[src/rtl/mc_ctl.sv]
// rtl/mc_ctl.sv - multi-cycle MIPS controller; define MC_CTL_ILLEGAL_TRAP_EN to halt on illegal encodings
module mc_ctl #(
    parameter int ALU_OP_W = 4,
    parameter int EXT_OP_W = 4,
    parameter int RETIRE_W = 32
) (
    input  logic                clk,
    input  logic                reset_n,
    input  logic [5:0]          opcode,
    input  logic [5:0]          func,
    input  logic                alu_zero,
    input  logic                imem_ready,
    input  logic                dmem_ready,
    output logic                imem_req,
    output logic                dmem_req,
    output logic                ir_write,
    output logic                pc_write,
    output logic [1:0]          npc_sel,
    output logic                reg_write,
    output logic [1:0]          reg_dst,
    output logic [1:0]          mem_to_reg,
    output logic                mem_write,
    output logic                alu_src,
    output logic [ALU_OP_W-1:0] alu_op,
    output logic [EXT_OP_W-1:0] ext_op,
    output logic [2:0]          state,
    output logic                retire,
    output logic [RETIRE_W-1:0] retire_cnt
);

    localparam logic [5:0] OP_RTYPE = 6'h00;
    localparam logic [5:0] OP_J     = 6'h02;
    localparam logic [5:0] OP_JAL   = 6'h03;
    localparam logic [5:0] OP_BEQ   = 6'h04;
    localparam logic [5:0] OP_ORI   = 6'h0d;
    localparam logic [5:0] OP_LUI   = 6'h0f;
    localparam logic [5:0] OP_LW    = 6'h23;
    localparam logic [5:0] OP_SW    = 6'h2b;
    localparam logic [5:0] FN_JR    = 6'h08;
    localparam logic [5:0] FN_ADDU  = 6'h21;
    localparam logic [5:0] FN_SUBU  = 6'h23;

    typedef enum logic [2:0] {
        S_FETCH  = 3'd0,
        S_DECODE = 3'd1,
        S_EXEC   = 3'd2,
        S_MEM    = 3'd3,
        S_WB     = 3'd4,
        S_HALT   = 3'd5
    } state_t;

    state_t                state_q;
    logic [RETIRE_W-1:0]   cnt_q;

    logic is_r, is_addu, is_subu, is_jr, is_lw, is_sw, is_ori, is_lui, is_beq, is_j, is_jal;
    logic is_alu, is_mem, is_multi, is_jump, is_nop;

    assign is_r     = (opcode == OP_RTYPE);
    assign is_addu  = is_r && (func == FN_ADDU);
    assign is_subu  = is_r && (func == FN_SUBU);
    assign is_jr    = is_r && (func == FN_JR);
    assign is_lw    = (opcode == OP_LW);
    assign is_sw    = (opcode == OP_SW);
    assign is_ori   = (opcode == OP_ORI);
    assign is_lui   = (opcode == OP_LUI);
    assign is_beq   = (opcode == OP_BEQ);
    assign is_j     = (opcode == OP_J);
    assign is_jal   = (opcode == OP_JAL);
    // Instructions that finish with a register write in WB
    assign is_alu   = is_addu || is_subu || is_ori || is_lui;
    assign is_mem   = is_lw || is_sw;
    assign is_multi = is_alu || is_mem || is_beq;
    assign is_jump  = is_j || is_jal || is_jr;

`ifdef MC_CTL_ILLEGAL_TRAP_EN
    logic is_sll_nop, is_illegal;
    // sll $0,$0,0 is the canonical nop and must not trap
    assign is_sll_nop = is_r && (func == 6'h00);
    assign is_illegal = !(is_multi || is_jump || is_sll_nop);
    assign is_nop     = is_sll_nop;
`else
    assign is_nop     = !(is_multi || is_jump);
`endif

    assign state      = state_q;
    assign retire_cnt = cnt_q;

    // State sequencing and retired-instruction counter
    always_ff @(posedge clk or negedge reset_n) begin
        if (!reset_n) begin
            state_q <= S_FETCH;
            cnt_q   <= '0;
        end else begin
            if (retire) begin
                cnt_q <= cnt_q + RETIRE_W'(1);
            end
            case (state_q)
                S_FETCH: begin
                    if (imem_ready) state_q <= S_DECODE;
                end
                S_DECODE: begin
                    if (is_multi) begin
                        state_q <= S_EXEC;
`ifdef MC_CTL_ILLEGAL_TRAP_EN
                    end else if (is_illegal) begin
                        state_q <= S_HALT;
`endif
                    end else begin
                        state_q <= S_FETCH;
                    end
                end
                S_EXEC: begin
                    if (is_mem)      state_q <= S_MEM;
                    else if (is_alu) state_q <= S_WB;
                    else             state_q <= S_FETCH;
                end
                S_MEM: begin
                    if (dmem_ready) state_q <= is_sw ? S_FETCH : S_WB;
                end
                S_WB:    state_q <= S_FETCH;
                S_HALT:  state_q <= S_HALT;
                default: state_q <= S_FETCH;
            endcase
        end
    end

    logic [ALU_OP_W-1:0] st_alu_op;
    logic [EXT_OP_W-1:0] st_ext_op;
    logic                st_alu_src;
    logic [1:0]          st_reg_dst;
    logic [1:0]          st_mem_to_reg;

    // Per-instruction datapath controls held through EXEC, MEM and WB
    always_comb begin
        st_alu_op     = '0;
        st_ext_op     = '0;
        st_alu_src    = 1'b0;
        st_reg_dst    = 2'd0;
        st_mem_to_reg = 2'd0;
        if (is_addu) begin
            st_reg_dst = 2'd1;
        end
        if (is_subu) begin
            st_alu_op  = ALU_OP_W'(1);
            st_reg_dst = 2'd1;
        end
        if (is_ori) begin
            st_alu_op  = ALU_OP_W'(2);
            st_alu_src = 1'b1;
        end
        if (is_lui) begin
            st_ext_op  = EXT_OP_W'(2);
            st_alu_src = 1'b1;
        end
        if (is_mem) begin
            st_ext_op  = EXT_OP_W'(1);
            st_alu_src = 1'b1;
        end
        if (is_lw) begin
            st_mem_to_reg = 2'd1;
        end
        if (is_beq) begin
            st_alu_op = ALU_OP_W'(3);
            st_ext_op = EXT_OP_W'(3);
        end
    end

    // Strobes decoded from state and IR; forced to 0 while reset is asserted
    always_comb begin
        imem_req   = 1'b0;
        dmem_req   = 1'b0;
        ir_write   = 1'b0;
        pc_write   = 1'b0;
        npc_sel    = 2'd0;
        reg_write  = 1'b0;
        reg_dst    = 2'd0;
        mem_to_reg = 2'd0;
        mem_write  = 1'b0;
        alu_src    = 1'b0;
        alu_op     = '0;
        ext_op     = '0;
        retire     = 1'b0;
        if (reset_n) begin
            if (state_q == S_EXEC || state_q == S_MEM || state_q == S_WB) begin
                alu_op     = st_alu_op;
                ext_op     = st_ext_op;
                alu_src    = st_alu_src;
                reg_dst    = st_reg_dst;
                mem_to_reg = st_mem_to_reg;
            end
            case (state_q)
                S_FETCH: begin
                    imem_req = 1'b1;
                    if (imem_ready) begin
                        ir_write = 1'b1;
                        pc_write = 1'b1;
                    end
                end
                S_DECODE: begin
                    if (is_j || is_jal) begin
                        pc_write = 1'b1;
                        npc_sel  = 2'd2;
                        retire   = 1'b1;
                    end
                    if (is_jal) begin
                        reg_write  = 1'b1;
                        reg_dst    = 2'd2;
                        mem_to_reg = 2'd2;
                    end
                    if (is_jr) begin
                        pc_write = 1'b1;
                        npc_sel  = 2'd3;
                        retire   = 1'b1;
                    end
                    if (is_nop) begin
                        retire = 1'b1;
                    end
                end
                S_EXEC: begin
                    if (is_beq) begin
                        pc_write = alu_zero;
                        npc_sel  = 2'd1;
                        retire   = 1'b1;
                    end
                end
                S_MEM: begin
                    dmem_req  = 1'b1;
                    mem_write = is_sw;
                    retire    = dmem_ready && is_sw;
                end
                S_WB: begin
                    reg_write = 1'b1;
                    retire    = 1'b1;
                end
                default: ;
            endcase
        end
    end

endmodule

[config.mk]
export PLATFORM = sky130hd
export DESIGN_NAME = mc_ctl
export DESIGN_NICKNAME = d
export VERILOG_FILES = /design/src/rtl/mc_ctl.sv
export SDC_FILE = /design/constraint.sdc
export NUM_CORES = 1
export LEC_CHECK = 0
export CELL_PAD_IN_SITES_DETAIL_PLACEMENT = 0
export CELL_PAD_IN_SITES_GLOBAL_PLACEMENT = 1
export CORE_MARGIN = 2
export CORE_UTILIZATION = 50
export CTS_CLUSTER_SIZE = 40
export DETAILED_ROUTE_END_ITERATION = 16
export DONT_BUFFER_PORTS = 1
export PLACE_DENSITY_LB_ADDON = 0.1
export SYNTH_ARGS = -nofsm -noshare
export SYNTH_HDL_FRONTEND = slang
export SYNTH_SLANG_ARGS = --single-unit
export TNS_END_PERCENT = 10
[constraint.sdc]
create_clock -name clk -period 4 [get_ports clk]
set_input_delay 0.4 -clock clk [delete_from_list [all_inputs] [get_ports clk]]
set_output_delay 0.4 -clock clk [all_outputs]
set_load 0.005 [all_outputs]
==> impl_metrics.ini, run 1 <==
[status]
status = completed

[timing]
min_period_over_period_pct = 65.7
finalSetupViolations = 0
max_freq_mhz = 381
rsz0062_at_grt = false
worst_pin_slew_ns = 0.648
relSlewSlack_pct = 56.7
hold_viol_final = 0
period_needed_ns = 2.63
clock_skew_ns = 0.00647
whs_ns = 0.354
finalMaxSlewViolations = 0
setup_tns_ns = 0

[critical_path]
timing.rr.end = retire_cnt[27]
r2r_cells = 7
worstReg2RegStart = state[0]
endpoint_kind = output port
cp_slowest_cell = dfrtp_1
crit_chain = nor3b_1 > nand2_1 > a211oi_2 > nor3_4 > buf_4 > inv_2
critical_path_class = reg -> out
crit_required_ns = 3.60
worstPathMaxFanout = 31
arrival_ns = 2.23
crit_path_start_kind = flop
crit_path_max_incr_delay_ns = 0.65
rrSetupSlack_ns = 1.56

[yosys]
synth_xor_area_share_pct = 12.6
synthTopCellsByCount = dfrtp_1 (35), xor2_1 (28), nand2_1 (17)
synth_most_common_cell = dfrtp_1
syn_avg_cell_area_um2 = 9.75
synth_adder_area_share_pct = 0.561
synth_top_family_by_area = simple AND/OR/NAND/NOR gates
yosysWarnings = 0
ys_ff_latch = 35
syn_area_mm2 = 0.00223
synth_edf_count = 0
synth_top_cell_area_share_pct = 39.2
synth_compound_area_share_pct = 5.89
synth_mux_area_share_pct = 0.953
synth-simple-area-share_pct = 35.9
yosys-top-cells-area = dfrtp_1 (39%), xor2_1 (11%), nor3_1 (3.4%)
synth.largest_area_cell = dfrtp_1
ys.flop_type = dfrtp_1
ys_seq_area_share_pct = 39.2
synth-async-reset-ratio_pct = 100
synth_cell_types = 48
synthCells = 229

[place]
place_hpwl_um = 3490
place.gp.congestion = 0.847
port_buffers = 0
post_dp_cell_area_mm2 = 0.00223

[floorplanning]
die_area_mm2 = 0.00501
rows = 24
die_width_um = 70.8
start_util_pct = 51.6
ios = 74
core_area_mm2 = 0.00432
die-height_um = 70.8

[global_routing]
grt_max_degree = 36
gr-total-overflow = 0
use_met3_pct = 5.98
grt_util_met1_pct = 23.2
antenna_found_initial = 0
grt_pass1_wl_um = 8060
use_met2_pct = 34.0
grt_usage_pct = 19.7
grt_pass1_vias = 1721
top_usage_layer = met2

[layout]
layout-drive-gt1-share_pct = 12.7
syn2layout_area_growth_pct = 6.45
final_cell_area_mm2 = 0.00238
final_nets = 246
antennaDiodeCount = 0

[detailed_routing]
wl_per_cell_um = 17.4
dr.pass1.iters = 4
initialDrtViolationCount = 75
wl_um = 4890
ant_nets = 0
via_per_inst = 6.19
drc = 0
vias = 1739

[clock_network]
cts_root_buffer = clkbuf_8
cts_max_level = 2
clockBufferDepth = 2
cts_resized = 0
clk_latency_ns = 0.28
tritoncts = built
cts_buffers = 5
cts.sinks = 35
clkTransAtPathRegs_ns = 0.06

[job]
cap_violations = 0

[min_path]
whs_path_depth = 3
holdPathEnd = state[1]
hp-class = in -> reg
min_from = dmem_ready

[pwr]
p_leak_nw = 1.07
max-vdd-ir-drop_v = 0.000268
power_mw = 1.03
powerDensity_mw_per_mm2 = 432
[what timing repair did]
| item | CTS | global route |
|---|---|---|
| hold buffers | 2 | 0 |
| endpoints found under the hold margin | 35 | 0 |
| buffers inserted | 0 | 0 |
[flip-flops by register name (all words and copies together) (netlist names)]
signal,count
retire_cnt,32
state,3
[layout by cell type (no fill, tap or decap), types with 2 or more instances in the layout]
master	instances
clkbuf_8	6
nor4b_2	5
and3_1	5
and2_1	4
nor3b_1	9
nor3_1	15
nand3_1	10
inv_1	4
xnor2_1	4
nor4_1	4
nand4_1	5
xor2_1	28
a21oi_1	7
nand2_1	17
conb_1	4
nor3_4	2
a31oi_1	2
o21ai_0	2
dfrtp_1	35
nor3b_2	2
nor2_1	12
nor2b_1	6
and4_1	4
nand2b_1	2
nand3b_1	3
nor4b_1	2
nor4_2	6
and4b_1	2
[cell families after synthesis]
kind of cell,count (synthesis)
AND/OR/NAND/NOR,119
flip-flops,35
XOR/XNOR,32
AO/OA/AOI/OAI,20
buffers and inverters,19
multiplexers,2
adder cells (fa/ha/maj),1
other,1
[critical path: cells and delay by family, from the launching register on]
| family | cells | cell delay [ns] |
|---|---|---|
| compound gates | 1 | 0.32 |
| simple gates | 3 | 0.59 |
| flops | 1 | 0.65 |
| buf+inv | 2 | 0.37 |
[worst max path at each step]
stage	depth (start not counted)	endpoint	start	slack [ns]
after global routing	6	retire	state[0]	1.23
after detailed placement	7	retire_cnt[1]	opcode[3]	1.51
after CTS	6	retire	state[0]	1.37
final	6	retire	state[0]	1.37
after floorplan	7	retire_cnt[17]	opcode[3]	1.91
after global placement	7	retire_cnt[1]	opcode[3]	1.59
[through the flow]
stage               util, %  cells  setup slack, ns
floorplan                 -    232             1.91
global placement       51.5    271             1.59
detailed placement     51.5    271             1.51
CTS                    54.9    281             1.37
global route           54.9    281             1.23
finish                 54.9    281             1.37
[final cells by class]
| type | instances | area [um2] |
|---|---|---|
| Timing Repair Buffer | 3 | 37.5 |
| Tap cell | 52 | 65.1 |
| Sequential cell | 35 | 876 |
| Clock inverter | 2 | 35.0 |
| Clock buffer | 6 | 82.6 |
| Multi-Input combinational cell | 178 | 1260 |
| Fill cell | 414 | 1950 |
| Inverter | 5 | 18.8 |
[metal layers]
layer / share of wire (%) / vias to the layer above
li1: - / 819
met1: 44 / 862
met2: 50 / 56
met3: 5.1 / 2
met4: 0.39 / 0
met5: 0 / -
[report_power, final]
part,internal (mW),switching [mW]
Clock,0.202,0.120
Sequential,0.389,0.0831
Combinational,0.0926,0.141
Total,0.683,0.345
Power figures use the tool's default switching activity.
==> run 2: changes to the inputs <==
--- a/config.mk
+++ b/config.mk
@@ -8,7 +8,7 @@
 export CELL_PAD_IN_SITES_DETAIL_PLACEMENT = 0
 export CELL_PAD_IN_SITES_GLOBAL_PLACEMENT = 1
 export CORE_MARGIN = 2
-export CORE_UTILIZATION = 50
+export CORE_UTILIZATION = 47
 export CTS_CLUSTER_SIZE = 40
 export DETAILED_ROUTE_END_ITERATION = 16
 export DONT_BUFFER_PORTS = 1
==> constraint.sdc (replaced) <==
create_clock -name clk -period 2.7 [get_ports clk]
set_input_delay 0.27 -clock clk [delete_from_list [all_inputs] [get_ports clk]]
set_output_delay 0.27 -clock clk [all_outputs]
set_load 0.005 [all_outputs]
==> run 2 against run 1 <==
Net effect:
- sequential share of layout area fell by 1.0 points
- via count rose by 0.98%
- cell count rose by 3.9%
- core utilization fell by 2.5 points
- routed wire length rose by 6.7%
- die area rose by 6.0%
- critical path type unchanged
- worst hold slack got worse by 0.13 ns
- flip-flop and latch count did not move
==> impl_metrics.ini, run 2 (synthesis gave the netlist of run 1 again) <==
[pwr]
power_mw = 1.56
p_leak_nw = 1.11
powerDensity_mw_per_mm2 = 637
max-vdd-ir-drop_v = 0.000299

[layout]
final_common_cell = dfrtp_1
largest_register_ff_count = 32
stdcell_count = 292
syn2layout_area_growth_pct = 9.47
final_nets = 255
final_cell_area_mm2 = 0.00244
layout-drive-gt1-share_pct = 16.0
final_cell_mix = dfrtp_1 (35), xor2_1 (28), nand2_1 (17)
antennaDiodeCount = 0

[clock_network]
cts.sinks = 35
cts_buffers = 5
cts_max_level = 2
clkTransAtPathRegs_ns = 0.07
tritoncts = built
post_cts_buffers = 0
clk_latency_ns = 0.28
clockBufferDepth = 2
cts_resized = 0
cts_root_buffer = clkbuf_8

[critical_path]
crit_buf_inv = 2
crit_required_ns = 2.43
crit_family = simple AND/OR/NAND/NOR gates
cp_slowest_cell = dfrtp_1
cp.depth = 6
crit_path_max_incr_delay_ns = 0.56
endpoint_kind = output port
crit_chain = nor2b_1 > and3_1 > and4_1 > nor3_4 > inv_2 > buf_4
arrival_ns = 2.21
cp-startpoint = state[2]
critical_path_class = reg -> out
crit_path_start_kind = flop
worstReg2RegStart = state[2]
r2r_cells = 6
worstPathMaxFanout = 11

[detailed_routing]
dr.pass1.iters = 4
wl_per_cell_um = 17.9
drc = 0
ant_nets = 0
initialDrtViolationCount = 91
vias = 1756
via_per_inst = 6.01
wl_um = 5220

[place]
post_dp_cell_area_mm2 = 0.00229
place_hpwl_um = 3750
place.gp.congestion = 0.847
port_buffers = 0
pre_cts_slack_ns = -0.0193
dp.cells = 281

[global_routing]
antenna_found_initial = 0
grt_pass1_vias = 1770
gr-total-overflow = 0
grt_pass1_wl_um = 8650
grt_max_degree = 36
grt_usage_pct = 21.0

[timing]
period_needed_ns = 2.48
hold_viol_final = 0
max_freq_mhz = 404
layout_setup_ws_ns = 0.224
clock_skew_ns = 0.00585
relSlewSlack_pct = 39.5
finalMaxSlewViolations = 0
rsz0062_at_grt = false
worst_pin_slew_ns = 0.903
min_period_over_period_pct = 91.7
setup_tns_ns = 0
finalSetupViolations = 0

[floorplanning]
rows = 25
core_area_mm2 = 0.00466
ios = 74
die_width_um = 72.9
start_util_pct = 47.9
die-height_um = 72.9
die_area_mm2 = 0.00532

[min_path]
whs_path_depth = 3
min_from = dmem_ready
hp-class = in -> reg

[job]
cap_violations = 0

[status]
status = completed
==> run 2: report_power, final <==
group | internal [mW] | leakage, nW | switching [mW]
Sequential | 0.576 | 0.468 | 0.102
Clock | 0.275 | 0.0581 | 0.190
Combinational | 0.168 | 0.587 | 0.247
==> run 2: area by class of cell <==
| class | count | area [um2] |
|---|---|---|
| Inverter | 5 | 18.8 |
| Sequential cell | 35 | 876 |
| Tap cell | 54 | 67.6 |
| Fill cell | 448 | 2220 |
| Timing Repair Buffer | 11 | 97.6 |
| Multi-Input combinational cell | 179 | 1270 |
| Clock buffer | 5 | 68.8 |
| Clock inverter | 3 | 43.8 |
==> run 2: worst min-delay path, cell delays in order <==
cell      delay [ns]
nand2_1         0.05
nand3b_1        0.09
a21oi_1         0.06
==> run 2: stage by stage <==
| stage | util, % | hold slack, ns |
|---|---|---|
| 3_3_place_gp | 49.2 | -0.0244 |
| 2_1_floorplan | - | -0.0256 |
| 4_1_cts | 52.4 | 0.214 |
| 6_report | 52.4 | 0.227 |
| 5_1_grt | 52.4 | 0.219 |
| 3_5_place_dp | 49.2 | -0.0245 |
==> run 2: worst paths after layout <==
path                             endpoint  slack, ns
max in group asynchronous   retire_cnt[0]       2.05
min in group asynchronous  retire_cnt[22]       0.47
hold / removal                   state[1]       0.23
hold reg to reg            retire_cnt[16]       0.52
setup reg to reg           retire_cnt[19]       0.29
setup / recovery                   retire       0.22
==> run 2: per-layer routing <==
layer  routed length, um  vias up  global-route usage [%]
met4                  29        0                    7.00
met2                2540       53                    33.4
met5                   0        -                       0
met3                 299        2                    7.32
li1                    -      836                       -
met1                2350      865                    26.5
==> run 2: timing repair <==
| action | in CTS | in global routing |
|---|---|---|
| hold buffers | 2 | 0 |
| setup endpoints to repair | 1 | 0 |
| hold endpoints to repair | 35 | 0 |
==> run 3: changes to the inputs <==
--- a/config.mk
+++ b/config.mk
@@ -8,7 +8,7 @@
 export CELL_PAD_IN_SITES_DETAIL_PLACEMENT = 0
 export CELL_PAD_IN_SITES_GLOBAL_PLACEMENT = 1
 export CORE_MARGIN = 2
-export CORE_UTILIZATION = 47
+export CORE_UTILIZATION = 42
 export CTS_CLUSTER_SIZE = 40
 export DETAILED_ROUTE_END_ITERATION = 16
 export DONT_BUFFER_PORTS = 1
==> constraint.sdc (replaced) <==
create_clock -name clk -period 2.2 [get_ports clk]
set_input_delay 0.22 -clock clk [delete_from_list [all_inputs] [get_ports clk]]
set_output_delay 0.22 -clock clk [all_outputs]
set_load 0.005 [all_outputs]
==> run 3 against run 2 <==
Net effect:
- register-to-register slack got worse by 0.15 ns
- worst setup slack got worse by 0.12 ns
- sequential share of layout area shrank 1.5 points
- core utilization down 2.4 points
- non-clock buffer count increased by 8
- die area rose by 11%
- routed wire length increased by 2.3%
==> impl_metrics.ini, run 3 (synthesis gave the netlist of run 1 again) <==
[status]
status = completed

[critical_path]
rrSetupSlack_ns = 0.14
endpoint_kind = output port
cp_slowest_cell = dfrtp_2
crit_buf_inv = 4
crit_family = simple AND/OR/NAND/NOR gates
crit_path_max_incr_delay_ns = 0.48
worstPathMaxFanout = 16
timing.rr.end = retire_cnt[19]
crit_chain = buf_6 > and3_1 > and4_4 > nor3_4 > buf_12 > inv_2 > buf_4
crit_required_ns = 1.98
critical_path_class = reg -> out
r2r_cells = 8
arrival_ns = 1.87
worstReg2RegStart = state[1]
crit_path_start_kind = flop

[global_routing]
antenna_found_initial = 0
grt_usage_pct = 18.2
grt_pass1_vias = 1795
grt_max_degree = 36
grt_pass1_wl_um = 8780
gr-total-overflow = 0

[timing]
relSlewSlack_pct = 57.7
layout_setup_ws_ns = 0.107
min_period_over_period_pct = 95.1
finalMaxSlewViolations = 0
finalSetupViolations = 0
clock_skew_ns = 0.00424
period_needed_ns = 2.09
hold_viol_final = 0
max_freq_mhz = 478
worst_pin_slew_ns = 0.631
setup_tns_ns = 0

[min_path]
holdPathEnd = state[1]
whs_path_depth = 3
hp-class = in -> reg
min_from = dmem_ready

[clock_network]
clkTransAtPathRegs_ns = 0.07
clockBufferDepth = 2
cts_buffers = 5
cts_root_buffer = clkbuf_8
clk_latency_ns = 0.28
cts_max_level = 2
cts.sinks = 35
tritoncts = built

[layout]
stdcell_count = 315
layout-drive-gt1-share_pct = 21.6
antennaDiodeCount = 0
final_util_pct = 50.0
largest_register_ff_count = 32
final_nets = 262
syn2layout_area_growth_pct = 14.5
final_common_cell = dfrtp_1
final_cell_mix = dfrtp_1 (33), xor2_1 (28), nand2_1 (17)

[detailed_routing]
wl_um = 5340
wl_per_cell_um = 17.0
vias = 1789
drc = 0
via_per_inst = 5.68
initialDrtViolationCount = 92
dr.pass1.iters = 4
ant_nets = 0

[floorplanning]
rows = 26
start_util_pct = 43.7
die_width_um = 76.9
die_area_mm2 = 0.00591
die-height_um = 76.9
ios = 74
core_area_mm2 = 0.00511

[job]
cap_violations = 0

[pwr]
power_mw = 1.90
powerDensity_mw_per_mm2 = 745
p_leak_nw = 1.15
max-vdd-ir-drop_v = 0.000451

[place]
pre_cts_slack_ns = 0.130
dp.cells = 303
place.gp.congestion = 0.850
place_hpwl_um = 3770
port_buffers = 0
[run 3: where the power goes]
| group | leakage, nW | internal (mW) | switching [mW] |
|---|---|---|---|
| registers | 0.465 | 0.710 | 0.109 |
| clock network | 0.0422 | 0.222 | 0.218 |
| logic | 0.646 | 0.303 | 0.341 |
| total | 1.15 | 1.24 | 0.667 |
[run 3: worst max-delay path by stage]
| stage | startpoint | end | cells after the start |
|---|---|---|---|
| floorplan | state[2] | retire_cnt[24] | 8 |
| global placement | opcode[3] | retire_cnt[1] | 7 |
| detailed placement | opcode[3] | retire_cnt[1] | 7 |
| CTS | state[1] | retire | 7 |
| global route | retire_cnt[18] | retire_cnt[30] | 6 |
| finish | state[1] | retire | 7 |
[run 3: stage by stage]
step,hold WS [ns],instance area [um2]
final,0.158,2550
after global routing,0.159,2550
after CTS,0.156,2490
after detailed placement,-0.0745,2370
after global placement,-0.0746,2370
after floorplan,-0.0756,2240
[run 3: tightest hold or removal path, cell delays in order]
cell and delay [ns]:
nand2_1 0.05, nand3b_1 0.08, a21oi_1 0.05
[run 3: layer usage]
metal,track usage [%],routed length [um],up-vias
li1,-,-,847
met1,22.0,2230,876
met2,30.5,2670,57
met3,5.65,349,9
met4,6.55,86,0
met5,0,0,-
[run 3: cell type report]
| class | instances | area, um2 |
|---|---|---|
| fillers | 483 | 2550 |
| multi-input cells | 178 | 1300 |
| flip-flops and latches | 35 | 878 |
| repair buffers | 19 | 191 |
| well taps | 70 | 87.6 |
| clock buffers | 7 | 76.3 |
| inverters | 5 | 18.8 |
| clock inverters | 1 | 5.00 |
[run 3: timing repair]
item | 4_1_cts | 5_1_grt
hold buffers | 2 | 0
gates resized for setup | 1 | 10
gates cloned | 0 | 1
pin swaps | 0 | 1
endpoints found under the setup margin | 1 | 7
setup buffers | 0 | 1
hold endpoints to repair | 35 | 0
